<file path="src/rtl/mod_updown_counter.sv">
// -----------------------------------------------------------------------------
// mod_updown_counter
//
// Modulo-N up/down counter. Features:
//   - programmable step per enabled cycle
//   - parallel load, with the load value clamped to MAX_VAL
//   - compile-time choice of wrap (modulo MAX_VAL+1) or saturate (clamp at
//     0 / MAX_VAL) behaviour
//
// A "limit event" is any update that wraps or clamps. Each limit event raises
// a one-cycle wrap_pulse and sets a sticky overflow flag.
//
// Parameters
//   WIDTH      counter width in bits
//   MAX_VAL    highest legal count (<= 2**WIDTH-1); modulus is MAX_VAL+1
//   STEP_W     width of the step input
//   SATURATE   0 = wrap, 1 = clamp at the limits
//   RESET_VAL  count after reset (<= MAX_VAL)
//
// Ports
//   clk         in   rising-edge clock
//   reset       in   synchronous, active-low reset
//   en          in   count enable
//   up_down_sw  in   1 = count up, 0 = count down
//   step        in   amount added/subtracted per enabled cycle (clamped to MAX_VAL)
//   load        in   parallel load strobe (overrides en)
//   load_val    in   value loaded when load=1 (clamped to MAX_VAL)
//   clr_ovf     in   clears the sticky overflow flag (a same-cycle event wins)
//   count       out  registered count
//   at_max      out  count == MAX_VAL (combinational)
//   at_min      out  count == 0 (combinational)
//   wrap_pulse  out  registered; high for the cycle after a limit event
//   ovf         out  sticky limit-event flag
// -----------------------------------------------------------------------------
module mod_updown_counter #(
  parameter int unsigned WIDTH     = 8,
  parameter int unsigned MAX_VAL   = (2 ** WIDTH) - 1,
  parameter int unsigned STEP_W    = 4,
  parameter bit          SATURATE  = 1'b0,
  parameter int unsigned RESET_VAL = 0
) (
  input  logic              clk,
  input  logic              reset,
  input  logic              en,
  input  logic              up_down_sw,
  input  logic [STEP_W-1:0] step,
  input  logic              load,
  input  logic [WIDTH-1:0]  load_val,
  input  logic              clr_ovf,
  output logic [WIDTH-1:0]  count,
  output logic              at_max,
  output logic              at_min,
  output logic              wrap_pulse,
  output logic              ovf
);

  // The step comparison needs to be wide enough to hold both the raw step
  // and MAX_VAL without truncating either.
  localparam int unsigned CW = (STEP_W > WIDTH + 1) ? STEP_W : WIDTH + 1;

  localparam logic [CW-1:0]    MAX_C = CW'(MAX_VAL);
  localparam logic [WIDTH:0]   MAX_X = (WIDTH + 1)'(MAX_VAL);
  localparam logic [WIDTH:0]   MOD_X = MAX_X + (WIDTH + 1)'(1);
  localparam logic [WIDTH-1:0] MAX_W = WIDTH'(MAX_VAL);
  localparam logic [WIDTH-1:0] RST_W = WIDTH'(RESET_VAL);

  // ---------------------------------------------------------------------------
  // State
  // ---------------------------------------------------------------------------
  logic [WIDTH-1:0] count_q, count_d;
  logic             wrap_q,  wrap_d;
  logic             ovf_q,   ovf_d;

  // ---------------------------------------------------------------------------
  // Datapath
  //
  // All arithmetic is one bit wider than the count. This keeps count+step
  // and count+modulus from overflowing when MAX_VAL = 2**WIDTH-1.
  // ---------------------------------------------------------------------------
  logic [CW-1:0]    step_c;
  logic [WIDTH:0]   step_x;
  logic [WIDTH:0]   count_x;
  logic [WIDTH:0]   load_x;
  logic [WIDTH:0]   sum_x;
  logic [WIDTH-1:0] load_w;
  logic [WIDTH-1:0] wrap_up_w;
  logic [WIDTH-1:0] wrap_dn_w;
  logic             up_evt;
  logic             dn_evt;
  logic             step_nz;

  assign step_c  = CW'(step);
  assign step_x  = (step_c > MAX_C) ? MAX_X : step_c[WIDTH:0];
  assign step_nz = (step_x != '0);
  assign count_x = {1'b0, count_q};
  assign load_x  = {1'b0, load_val};
  assign load_w  = (load_x > MAX_X) ? MAX_W : load_val;

  assign sum_x   = count_x + step_x;
  assign up_evt  = (sum_x > MAX_X);
  assign dn_evt  = (count_x < step_x);

  // Wrapped results. They are only selected when the matching event is
  // true, so each one always fits in WIDTH bits.
  assign wrap_up_w = WIDTH'(sum_x - MOD_X);
  assign wrap_dn_w = WIDTH'(count_x + MOD_X - step_x);

  // ---------------------------------------------------------------------------
  // Next-state logic. Priority: load > en; reset is handled in the register.
  // ---------------------------------------------------------------------------
  // NOTE: every output of a combinational block gets a default before any
  //       branch. A path that leaves one unassigned would infer a latch.
  always_comb begin
    count_d = count_q;
    wrap_d  = 1'b0;
    ovf_d   = ovf_q & ~clr_ovf;

    if (load) begin
      count_d = load_w;
      ovf_d   = 1'b0;
    end else if (en && step_nz) begin
      if (up_down_sw) begin
        if (!up_evt) begin
          count_d = sum_x[WIDTH-1:0];
        end else begin
          count_d = SATURATE ? MAX_W : wrap_up_w;
          wrap_d  = 1'b1;
          ovf_d   = 1'b1;
        end
      end else begin
        if (!dn_evt) begin
          count_d = count_q - step_x[WIDTH-1:0];
        end else begin
          count_d = SATURATE ? '0 : wrap_dn_w;
          wrap_d  = 1'b1;
          ovf_d   = 1'b1;
        end
      end
    end
  end

  // ---------------------------------------------------------------------------
  // Registers: synchronous active-low reset.
  // ---------------------------------------------------------------------------
  // NOTE: sequential state uses non-blocking assignments. Every register then
  //       samples values from before the edge, whatever order they appear in.
  always_ff @(posedge clk) begin
    if (!reset) begin
      count_q <= RST_W;
      wrap_q  <= 1'b0;
      ovf_q   <= 1'b0;
    end else begin
      count_q <= count_d;
      wrap_q  <= wrap_d;
      ovf_q   <= ovf_d;
    end
  end

  // ---------------------------------------------------------------------------
  // Outputs
  // ---------------------------------------------------------------------------
  assign count      = count_q;
  assign wrap_pulse = wrap_q;
  assign ovf        = ovf_q;
  assign at_max     = (count_q == MAX_W);
  assign at_min     = (count_q == '0);

endmodule
</file>
<file path="config.mk">
export PLATFORM = sky130hd
export DESIGN_NAME = mod_updown_counter
export DESIGN_NICKNAME = d
export VERILOG_FILES = /design/src/rtl/mod_updown_counter.sv
export SDC_FILE = /design/constraint.sdc
export NUM_CORES = 1
export LEC_CHECK = 0
export ABC_CLOCK_PERIOD_IN_PS = 2500
export BUFFER_PORTS_ARGS = -buffer_cell sky130_fd_sc_hd__buf_2
export CORE_MARGIN = 8
export CORE_UTILIZATION = 40
export DETAILED_ROUTE_END_ITERATION = 7
export HOLD_SLACK_MARGIN = 0.06
export PLACE_DENSITY = 0.63
export SYNTH_ARGS = -nofsm -noshare
export SYNTH_HDL_FRONTEND = slang
export SYNTH_SLANG_ARGS = --single-unit
</file>
<file path="constraint.sdc">
create_clock -name clk -period 2.5 [get_ports clk]
set_input_delay 0.125 -clock clk [delete_from_list [all_inputs] [get_ports clk]]
set_output_delay 0.125 -clock clk [all_outputs]
set_load 0.01 [all_outputs]
</file>
# ---- Word level (Yosys, flattened, before mapping)
# Index checks and enable logic that the tools add are counted.
dict set report op_classes {
  n_addsub 5
  n_mul 0
  n_div 0
  n_lt_le_gt_ge 4
  eq_ne 1
  shift 0
  mux 14
  bitwise 4
  reduce_logical 6
}
# operator n
set ops {}
lappend ops {{two-way mux 8 bit} 7}
lappend ops {{subtractor 8 bit} 2}
lappend ops {{adder 8 x 8 -> 9 bit} 1}
lappend ops {{> comparator 9 x 8 -> 1 bit (second input constant)} 1}
lappend ops {{nonzero test 9 bit} 1}
lappend ops {{adder 8 x 1 -> 8 bit (second input constant)} 1}
lappend ops {{== test 8 bit (second input constant)} 1}
lappend ops {{> comparator 4 x 8 -> 1 bit (second input constant)} 1}
lappend ops {{> comparator 8 bit (second input constant)} 1}
lappend ops {{zero test 8 bit} 1}
lappend ops {{< comparator 8 bit} 1}
lappend ops {{subtractor 8 x 1 -> 8 bit (second input constant)} 1}
lappend ops {{two-way mux 1 bit} 7}
lappend ops {{inverter 1 bit} 3}
lappend ops {{OR reduction 3 bit} 1}
lappend ops {{nonzero test 2 bit} 1}
lappend ops {{OR reduction 2 bit} 1}
lappend ops {{AND 1 bit} 1}
lappend ops {{logical AND 1 bit} 1}
dict set report totals {
  reg_bits 10
  latchBits 0
  mem_bits_rw 0
  romBits 0
  out_inout_bits 12
  mem_count 0
}

# ---- Depth between registers and ports, before layout
dict set report logic_depth {
  word_depth 8
  ltp_mapped 8
  mapped_depth_nobuf 8
}

# ---- Worst setup path before layout
# No wires, ideal clock.
dict set report synth_timing {
  kind {reg2reg}
  startpoint {register count_q[1], in the netlist count[1]}
  endpoint {register count_q[5], in the netlist count[5]}
  setup_ns 0.122
  t_arrival_ns 2.004
  slack_ns 0.375
  path_stages_with_launch 7
  synth_period_minus_slack_ns 2.125
  cell_sequence {dfxtp_1 > ha_1 > nor2b_1 > o31a_1 > or4b_1 > and3_1 > o311a_1}
}
dict set report synth_between {
  elab_chain_len 6
}
# item line
set synth_rtl {}
lappend synth_rtl {{from (decl)} 70} ;# logic [WIDTH-1:0] count_q, count_d;
lappend synth_rtl {{from (signal assigned)} 153} ;# count_q <= count_d;
lappend synth_rtl {{adder 8 x 1 -> 8 bit or adder 8 x 8 -> 9 bit (tied branches)} {106, 99}}
lappend synth_rtl {{subtractor 8 bit (tied with other cells)} 106} ;# assign wrap_dn_w = WIDTH'(count_x + MOD_X - step_x);
lappend synth_rtl {{two-way mux 8 bit, on equally long branches} {131, 123}}
lappend synth_rtl {{two-way mux 8 bit *} 122} ;# if (up_down_sw) begin
lappend synth_rtl {{two-way mux 8 bit *} 121} ;# end else if (en && step_nz) begin
lappend synth_rtl {{two-way mux 8 bit *} 118} ;# if (load) begin
# Mark *: on every way between the ends. The rest lies on a longest branch, timed or not. The select of a mux whose other input is x is not followed.
# A chain may end at the register's enable or synchronous reset.

# ---- Worst setup path after layout
# Ends and elaborated chain as after synthesis.

==> metrics.cfg <==
[outcome]
outcome = finished clean

[cts]
cts.root.buffer_cell = clkbuf_4
clock_insertion_delay_worst_skew_ns = 0.27
cts_buffer_depth = 2
postCtsSetupRepairBufs = 0
cts.sink_count = 10
tritoncts = built
cts_buffers = 3
cts_repair_resize_count = 0
h-tree-depth = 1
path_clk_slew_ns = 0.07
total_of_hold_buffers_inserted_after_clock_tree_synthesis = 0

[critical_path]
worstSetupPathType = reg2reg
worst_r2r_path_depth = 6
worst-endpoint-arrival_ns = 2.31
element_type_at_the_critical_path_start = flip-flop
worst_r2r_endpoint = count[5]
critical_path_peak_fanout = 6
timing.rr.start = count[1]
reg2reg_slack_ns = 0.36
timing.critical_path.to_type = flip-flop
crit_required_ns = 2.66

[grt]
grt.total_usage_pct = 12.9
vias_in_the_first_global_route = 977
initial_antenna_violation_count = 0
globalRouteMet3Util_pct = 3.91
top_usage_layer = met2
met1_usage_pct = 16.1
grt_use_met2_pct = 21.0
grt_ovf = 0
grt_start_max_net_pins = 16
grt_pass1_wl_um = 4460

[pwr]
power-per-cell-area_nw_per_um2 = 441
power_leakage_nw = 0.528
power.ir.vdd_worst_uv = 213

[timing]
final.setup.worst_slack_ns = 0.357
finalCriticalPeriod_ns = 2.14
report.final.slew_viol_count = 0
clock_skew_ns = 0.00345
final-setup-viol-count = 0
final.setup.tns_ns = 0
achievable-frequency_mhz = 467
grt_setup_unrepaired = no
tightestPinTransition_ns = 0.616
hold_violations = 0
timing.max_slew.rel_slack_pct = 58.8
final_min_period_over_clock_period_pct = 85.7

[floorplan]
design.die.area_um2 = 4270
fp-row-count = 18
die_height_um = 65.3
num_io_pins = 30
initial_core_util_pct = 40.8
core_area_um2 = 2390
die_w_um = 65.3

[flow_run]
drv.max_cap_violation_count = 0

[detailed_routing]
detailed_route_iter0_violations = 59
post_drt_via_cell_ratio = 5.67
wire_per_inst_um = 15.0
drt_first_pass_iters = 4
vias = 1020
ant_nets = 0
wirelength_um = 2710
post-route-drc-count = 0

[synth]
ys_warn_count = 0
synth_async_sr_flop_share_pct = 0
synth_cell_types = 42
synthesis.nets = 150
postSynthCellCount = 122
synth_simple_gate_area_share_pct = 25.1
number_of_enable_flip_flop_cells_after_synthesis = 0
yosys.area_share.xor_xnor_pct = 0.900
synth_flop_cell = dfxtp_1
synth.yosys.seq_area_share_pct = 20.6
synth_seq_cells = 10
synth_area_per_cell_um2 = 7.98
synth.mux.area_fraction_pct = 1.03
synth_top_family_by_area = compound AO/OA/AOI/OAI gates
post_synth_fa_ha_maj_area_fraction_pct = 14.4
synth_compound_gate_area_share_pct = 31.5
mappedNetlistArea_um2 = 973

[hold_path]
hold-path-endpoint = count[1]
hp-start = load_val[1]
min-delay-path-class = in2reg
hold_crit_depth = 2

[layout]
multi_input_comb_area_um2 = 709
nFillCells = 257
final_layout_size_suffix_gt1_share_pct = 23.3
diodes = 0
finish.net_count = 179
register_area_um2 = 200
layout-area-overhead-vs-synth_pct = 19.8

[placed_design]
place_ws_ns = 0.353
place.port_buffers = 29
gp_congestion = 0.883
place.detailed.hpwl_um = 2070

sequential cells by signal (all words and copies together), names as in the netlist:
signal      flops
ovf             1
wrap_pulse      1
count           8
critical path, stage by stage (launching register included):
cell and delay (ns):
dfxtp_1 0.43, ha_1 0.27, nor2b_1 0.15, o31a_1 0.25, or4b_1 0.48, and3_1 0.18, o311a_1 0.28
report_power, final:
part,internal [mW],leakage [nW],total [mW],switching [mW]
Clock,0.0885,0.0210,0.152,0.0631
Sequential,0.171,0.0827,0.191,0.0197
Combinational,0.0762,0.424,0.172,0.0959
metrics by stage:
step / hold slack (ns) / cells / power, mW / util (%) / cell area (µm²)
finish: 0.0859 / 180 / 0.514 / 48.8 / 1170
global route: 0.0791 / 180 / 0.555 / 48.8 / 1170
CTS: 0.0756 / 180 / 0.520 / 48.8 / 1170
detailed placement: 0.353 / 176 / 0.365 / 47.3 / 1130
global placement: 0.354 / 176 / 0.362 / 47.3 / 1130
floorplan: 0.263 / 122 / 0.307 / - / 973
Yosys cell counts, types with 2 or more instances:
| master | n | share of area [%] |
|---|---|---|
| dfxtp_1 | 10 | 21 |
| o21ai_0 | 6 | 3.1 |
| a21oi_1 | 8 | 4.1 |
| inv_1 | 10 | 3.9 |
| and3_1 | 2 | 1.3 |
| nand2b_1 | 4 | 2.6 |
| nand3_1 | 6 | 3.1 |
| nor2_1 | 12 | 4.6 |
| nand2_1 | 5 | 1.9 |
| nor3_1 | 2 | 1.0 |
| o31a_1 | 2 | 1.8 |
| o2111ai_1 | 3 | 2.7 |
| fa_1 | 2 | 4.1 |
| a2111oi_0 | 2 | 1.8 |
| ha_1 | 8 | 10 |
| o21a_1 | 2 | 1.5 |
| o211ai_1 | 2 | 1.5 |
| a211oi_1 | 4 | 3.1 |
| nor2b_1 | 4 | 2.6 |
| a21o_1 | 2 | 1.5 |
| clkbuf_1 | 4 | 1.5 |
| or3_1 | 2 | 1.3 |
cell type report:
class                           count  area share (%)
Sequential cell                    10            17.2
Multi-Input combinational cell     97            60.8
Inverter                           10            3.22
Timing Repair Buffer               29            12.4
Clock buffer                        4            3.11
Tap cell                           30            3.22
placed cells by master (no fill, tap or decap), types with 3 or more instances in the layout:
cell type	instances
buf_2	29
nor2_1	12
inv_1	10
dfxtp_1	10
a21oi_1	8
ha_1	8
o21ai_0	6
nand3_1	6
nand2_1	5
a211oi_1	4
nor2b_1	4
nand2b_1	4
o2111ai_1	3
clkbuf_4	3
metal layers:
layer / share of wire (%) / vias to the layer above / routed length, µm
met2: 48 / 41 / 1310
met1: 44 / 462 / 1200
li1: - / 515 / -
met5: 0 / - / 0
met4: 0.48 / 0 / 13
met3: 6.8 / 2 / 185
cells by family (layout without fill, tap and decap cells):
| logic type | count (synthesis) | after routing |
|---|---|---|
| muxes | 1 | 1 |
| DFF | 10 | 10 |
| buffers and inverters | 15 | 43 |
| xor gates and xnor gates | 1 | 1 |
| adders and majority gates | 10 | 10 |
| and+or+nand+nor | 45 | 45 |
| AOI/OAI and AO/OA | 40 | 40 |
worst max-delay path by stage:
stage / from / to / slack (ns) / cells past startpoint
final: count[1] / count[5] / 0.36 / 6
after global routing: count[1] / count[5] / 0.28 / 6
after floorplan: count[1] / count[5] / 0.37 / 6
after CTS: count[1] / count[5] / 0.35 / 6
after global placement: count[1] / count[5] / 0.39 / 6
after detailed placement: count[1] / count[5] / 0.35 / 6
Note: power is estimated with default switching activity, not from simulation.
